<file path="src/rtl/fx2_response_tx.sv">
// fx2_response_tx
// Takes 16-bit response words from the core over a four-phase req/ack
// handshake and writes them into an FX2 slave-FIFO IN endpoint. Short packets
// are committed with PKTEND either on a word flagged `last` or after an idle
// timeout. Every output is registered and is derived from the next state, so
// a strobe is asserted during exactly the cycle spent in the matching state.
module fx2_response_tx #(
    parameter logic [1:0] FIFOADDR     = 2'b10,
    parameter int         PKT_WORDS    = 256,
    parameter int         IDLE_TIMEOUT = 64
) (
    input  logic        fx2_ifclk,
    input  logic        reset,
    input  logic        fx2_full_n,
    input  logic        bus_grant,
    output logic        fx2_slwr,
    output logic        fx2_pktend,
    output logic [1:0]  fx2_fifoaddr,
    output logic [15:0] fx2_fd_out,
    output logic        fx2_fd_oe,
    output logic        tx_busy,
    input  logic [15:0] response_tx_data,
    input  logic        response_tx_last,
    input  logic        response_tx_req,
    output logic        response_tx_ack
);

    // Word counter spans exactly one USB packet, so it wraps where the FX2
    // auto-commits.
    localparam int CW = (PKT_WORDS > 1) ? $clog2(PKT_WORDS) : 1;
    // Idle counter only needs to reach IDLE_TIMEOUT-1, where it saturates.
    localparam int IW = (IDLE_TIMEOUT > 1) ? $clog2(IDLE_TIMEOUT) : 1;
    localparam int IDLE_MAX_I = (IDLE_TIMEOUT > 0) ? IDLE_TIMEOUT - 1 : 0;
    localparam logic [IW-1:0] IDLE_MAX = IDLE_MAX_I[IW-1:0];

    typedef enum logic [2:0] {
        ST_IDLE,
        ST_WRITE,
        ST_PKTEND,
        ST_FLUSH,
        ST_ACK_WAIT
    } state_t;

    state_t         state_reg,  state_next;
    logic [CW-1:0]  count_reg,  count_next;
    logic [IW-1:0]  idle_reg,   idle_next;
    logic           last_reg,   last_next;
    logic [15:0]    data_reg,   data_next;
    logic           slwr_reg,   slwr_next;
    logic           pktend_reg, pktend_next;
    logic           oe_reg,     oe_next;
    logic           busy_reg,   busy_next;
    logic           ack_reg,    ack_next;

    logic           accept;
    logic           flush_due;

    // Next-state, counters and registered-output values.
    always_comb begin
        state_next = state_reg;
        count_next = count_reg;
        idle_next  = idle_reg;
        last_next  = last_reg;
        data_next  = data_reg;

        // A new word is taken only when the previous handshake has fully
        // completed and the FX2 can take it right now.
        accept = response_tx_req & ~ack_reg & bus_grant & fx2_full_n;
        // A request in the same cycle always beats the timeout.
        flush_due = (IDLE_TIMEOUT != 0) && !response_tx_req &&
                    (count_reg != '0) && (idle_reg == IDLE_MAX) && bus_grant;

        case (state_reg)
            ST_IDLE: begin
                if (accept) begin
                    state_next = ST_WRITE;
                    data_next  = response_tx_data;
                    last_next  = response_tx_last;
                    count_next = count_reg + CW'(1);
                end else if (flush_due) begin
                    state_next = ST_FLUSH;
                end
            end
            ST_WRITE: begin
                // A count of zero here means the word filled the packet and
                // the FX2 has already committed it; no zero-length packet.
                if (last_reg && (count_reg != '0)) begin
                    state_next = ST_PKTEND;
                end else begin
                    state_next = ST_ACK_WAIT;
                end
            end
            ST_PKTEND: begin
                count_next = '0;
                state_next = ST_ACK_WAIT;
            end
            ST_FLUSH: begin
                count_next = '0;
                state_next = ST_IDLE;
            end
            ST_ACK_WAIT: begin
                if (!response_tx_req) begin
                    state_next = ST_IDLE;
                end
            end
            default: begin
                state_next = ST_IDLE;
            end
        endcase

        // Idle time is measured from the last strobe or ack release; it is
        // kept at zero while anything is happening or a request is pending.
        if ((IDLE_TIMEOUT == 0) || (state_reg != ST_IDLE) || response_tx_req) begin
            idle_next = '0;
        end else if (idle_reg != IDLE_MAX) begin
            idle_next = idle_reg + IW'(1);
        end

        slwr_next   = (state_next != ST_WRITE);
        pktend_next = !((state_next == ST_PKTEND) || (state_next == ST_FLUSH));
        oe_next     = (state_next == ST_WRITE);
        busy_next   = (state_next != ST_IDLE);
        ack_next    = (state_next == ST_WRITE) || (state_next == ST_PKTEND) ||
                      (state_next == ST_ACK_WAIT);
    end

    // State, counters and output registers; reset drops any word in flight.
    always_ff @(posedge fx2_ifclk or posedge reset) begin
        if (reset) begin
            state_reg  <= ST_IDLE;
            count_reg  <= '0;
            idle_reg   <= '0;
            last_reg   <= 1'b0;
            data_reg   <= '0;
            slwr_reg   <= 1'b1;
            pktend_reg <= 1'b1;
            oe_reg     <= 1'b0;
            busy_reg   <= 1'b0;
            ack_reg    <= 1'b0;
        end else begin
            state_reg  <= state_next;
            count_reg  <= count_next;
            idle_reg   <= idle_next;
            last_reg   <= last_next;
            data_reg   <= data_next;
            slwr_reg   <= slwr_next;
            pktend_reg <= pktend_next;
            oe_reg     <= oe_next;
            busy_reg   <= busy_next;
            ack_reg    <= ack_next;
        end
    end

    assign fx2_slwr        = slwr_reg;
    assign fx2_pktend      = pktend_reg;
    assign fx2_fifoaddr    = FIFOADDR;
    assign fx2_fd_out      = data_reg;
    assign fx2_fd_oe       = oe_reg;
    assign tx_busy         = busy_reg;
    assign response_tx_ack = ack_reg;

endmodule

</file>
<file path="config.mk">
export PLATFORM = sky130hd
export DESIGN_NAME = fx2_response_tx
export DESIGN_NICKNAME = d
export VERILOG_FILES = /design/src/rtl/fx2_response_tx.sv
export SDC_FILE = /design/constraint.sdc
export NUM_CORES = 1
export LEC_CHECK = 0
export CAP_MARGIN = 20
export CORE_AREA = 2 2 67 117
export DETAILED_ROUTE_END_ITERATION = 7
export DIE_AREA = 0 0 69 119
export SLEW_MARGIN = 20
export SYNTH_ARGS = -nofsm -noshare
export SYNTH_HDL_FRONTEND = slang
export SYNTH_SLANG_ARGS = --single-unit
</file>
<file path="constraint.sdc">
create_clock -name fx2_ifclk -period 1.4 [get_ports fx2_ifclk]
set_input_delay 0.14 -clock fx2_ifclk [delete_from_list [all_inputs] [get_ports fx2_ifclk]]
set_output_delay 0.14 -clock fx2_ifclk [all_outputs]
set_load 0.05 [all_outputs]
</file>
==> results.py <==
metrics = {
    "logic_synthesis": {
        "synthSimpleGateAreaFrac": 0.274,
        "syn_nets": 207,
        "synth_xor_area_frac": 0.0149,
        "synth_area_leader_cell": "dfrtp_1",
        "yosysSeqAreaShare": 0.556,
        "synth_top_family_by_area": "simple AND/OR/NAND/NOR gates",
        "ys_warn_count": 0,
        "synth_mux_area_frac": 0.0227,
        "yosysMostFrequentCell": "nand2_1",
        "netlist-cell-type-count": 40,
        "ys.flop_type": "dfrtp_1",
        "netlist_instances": 182,
        "avgSynthCellArea_um2": 9.67,
        "synth_top_cell_area_share": 0.526,
        "ys_ff_latch": 39,
        "synthTopCellsByCount": "67 x nand2_1, 37 x dfrtp_1, 6 x nor2_1, 5 x a21oi_1, 5 x inv_1",
        "synth-compound-area-share": 0.0633,
        "synth_edf_count": 0,
        "ys_top_cells_by_area": "dfrtp_1 53%, nand2_1 14%, dfstp_2 3.0%",
        "async_flop_share": 1.00,
        "synth_area_um2": 1760,
        "synth_fa_ha_area_frac": 0.0213,
    },
    "pwr": {
        "max-vdd-ir-drop_uv": 1100,
        "p_leak_nw": 1.36,
        "p_per_area_nw_per_um2": 1960,
    },
    "detailed_routing": {
        "num_vias": 1529,
        "ant_nets": 0,
        "vias_per_cell": 4.44,
        "first_iter_violations": 75,
        "routed_wl_um": 4130,
        "firstDrtPassIters": 4,
        "wl_per_cell_um": 12.0,
        "drc": 0,
    },
    "floorplan": {
        "num_rows": 42,
        "pin_count": 45,
        "die-area_um2": 8210,
        "die_h_um": 119,
        "die_w_um": 69,
        "core_um2": 7360,
        "start_util": 0.239,
    },
    "worst_setup_path": {
        "startpoint": "state_reg[1]$_DFF_PP0_",
        "path_max_fanout": 3,
        "end_kind": "register",
        "setup.worst_path.end": "count_reg[5]$_DFFE_PP0P_",
        "max_stage_delay_ns": 0.43,
        "critPathSlowestCell": "dfrtp_2",
        "crit_chain": "or3b_4 > nor4b_4 > xnor2_1 > nor2_1",
        "critical_path.top_delay_family": "simple AND/OR/NAND/NOR gates",
        "crit_cells": 4,
        "arrival_ns": 1.62,
        "required_ns": 1.56,
        "reg2reg_slack_ns": -0.06,
        "rr_endpoint": "count_reg[5]$_DFFE_PP0P_",
        "regToRegStartpoint": "state_reg[1]$_DFF_PP0_",
        "critPathBufInv": 0,
        "start_kind": "register",
        "critPathKind": "register to register",
        "reg2reg_depth": 4,
    },
    "grt": {
        "grt_pass1_wl_um": 7000,
        "gr-usage-all-layers": 0.105,
        "antenna_found_initial": 0,
        "grt_overflow": 0,
        "grt_pass1_vias": 1493,
        "grt_max_degree": 29,
    },
    "sta": {
        "finalSetupViolations": 2,
        "skew_ns": 0.00435,
        "rsz0062_at_grt": "yes",
        "slew_violations": 0,
        "max_clock_freq_mhz": 686,
        "fin_crit_sh": 1.04,
        "finalHoldViolations": 0,
        "fin_crit_ns": 1.46,
        "setup_ws_ns": -0.0588,
    },
    "cells_and_area": {
        "largest_register_ffs": 16,
        "fin_area_um2": 2770,
        "nNetsFinal": 280,
        "diodes": 0,
        "syn2layout_area_growth_pct": 57.4,
        "drive_gt1_frac": 0.344,
    },
    "clock_network": {
        "numCtsBuffers": 5,
        "clk_pin_slew_ns": 0.06,
        "worst_skew_pair.late_latency_ns": 0.28,
        "clock-sinks": 39,
        "cts_tree": "built",
        "cts_root_buffer": "clkbuf_16",
        "cts_max_path_buffers": 2,
        "h-tree-depth": 2,
    },
    "placement": {
        "place.gp.congestion": 0.817,
        "dp_hpwl_um": 2990,
        "numPortBuffers": 42,
        "placed_area_um2": 2440,
        "preCtsSetupSlack_ns": -0.277,
    },
    "job": {
        "cap_viol_max_count": 0,
    },
    "status": {
        "status": "finished with violations",
        "violations": "setup timing",
    },
    "min_path": {
        "hold_class": "input pin to asynchronous set/reset pin",
    },
}
power breakdown:
group,internal [mW],switching (mW),leakage [nW],total [mW]
registers,1.53,0.284,0.492,1.82
clock network,0.649,0.433,0.0733,1.08
logic,0.975,1.55,0.798,2.52
worst min-delay path by stage:
| stage | start | end | slack [ns] |
|---|---|---|---|
| finish | reset | fx2_fd_oe$_DFF_PP0_ | 0.22 |
| detailed placement | fx2_fd_out[3]$_DFFE_PP0P_ | fx2_fd_out[3]$_DFFE_PP0P_ | 0.47 |
| floorplan | response_tx_data[0] | fx2_fd_out[0]$_DFFE_PP0P_ | 0.25 |
| global route | reset | fx2_fd_out[4]$_DFFE_PP0P_ | 0.25 |
| global placement | fx2_fd_out[12]$_DFFE_PP0P_ | fx2_fd_out[12]$_DFFE_PP0P_ | 0.46 |
| CTS | reset | fx2_fd_oe$_DFF_PP0_ | 0.22 |
layout by cell type (no fill, tap or decap), types with 3 or more instances in the layout:
master / synthesis / final
clkdlybuf4s50_1: 0 / 20
dfrtp_2: 0 / 3
buf_6: 2 / 3
dfrtp_1: 37 / 34
xnor2_1: 3 / 3
mux2i_1: 4 / 4
nand2_1: 67 / 66
nor2_1: 6 / 6
buf_4: 3 / 45
a21oi_1: 5 / 3
nand4_1: 4 / 4
buf_12: 0 / 5
clkinv_2: 0 / 3
inv_1: 5 / 4
o21ai_0: 4 / 3
clkbuf_16: 0 / 5
nand3_1: 3 / 3
per-stage QoR:
stage          setup TNS [ns]  instances  hold WS, ns   util  total power [mW]
2_1_floorplan         -0.0830        182        0.245      -              3.31
3_3_place_gp            -4.90        325        0.461  0.332              4.16
3_5_place_dp            -5.87        325        0.466  0.332              4.20
4_1_cts               -0.0474        339        0.225  0.363              5.40
5_1_grt                -0.480        344        0.246  0.377              5.74
6_report              -0.0637        344        0.220  0.377              5.42
final cells by class:
class | count | area (um2)
Clock inverter | 3 | 15.0
Fill cell | 765 | 4590
Multi-Input combinational cell | 130 | 837
Timing Repair Buffer | 74 | 681
Inverter | 5 | 21.3
Clock buffer | 5 | 125
Tap cell | 88 | 110
Sequential cell | 39 | 982
layer usage:
| metal | global-route usage | up-vias | routed length (um) |
|---|---|---|---|
| met3 | 0.0220 | 4 | 147 |
| li1 | - | 757 | - |
| met4 | 0.0368 | 0 | 51 |
| met1 | 0.117 | 738 | 1610 |
| met2 | 0.192 | 30 | 2320 |
| met5 | 0 | - | 0 |
worst min-delay path, delay by kind of cell:
kind                   cells  cell delay, ns
buffers and inverters      3            0.71
cell families (layout without fill, tap and decap cells):
logic type,Yosys count,in the layout
simple gates,100,100
flops,39,39
compound gates,18,18
buf+inv,13,87
mux,4,4
fa+ha+maj,3,3
xor+xnor,3,3
other cells,2,2
repair_timing:
item	CTS	global route
buffers inserted	6	5
setup endpoints to repair	12	16
pin swaps	7	8
hold buffers	0	0
gates resized for setup	11	15
Power figures use the tool's default switching activity.
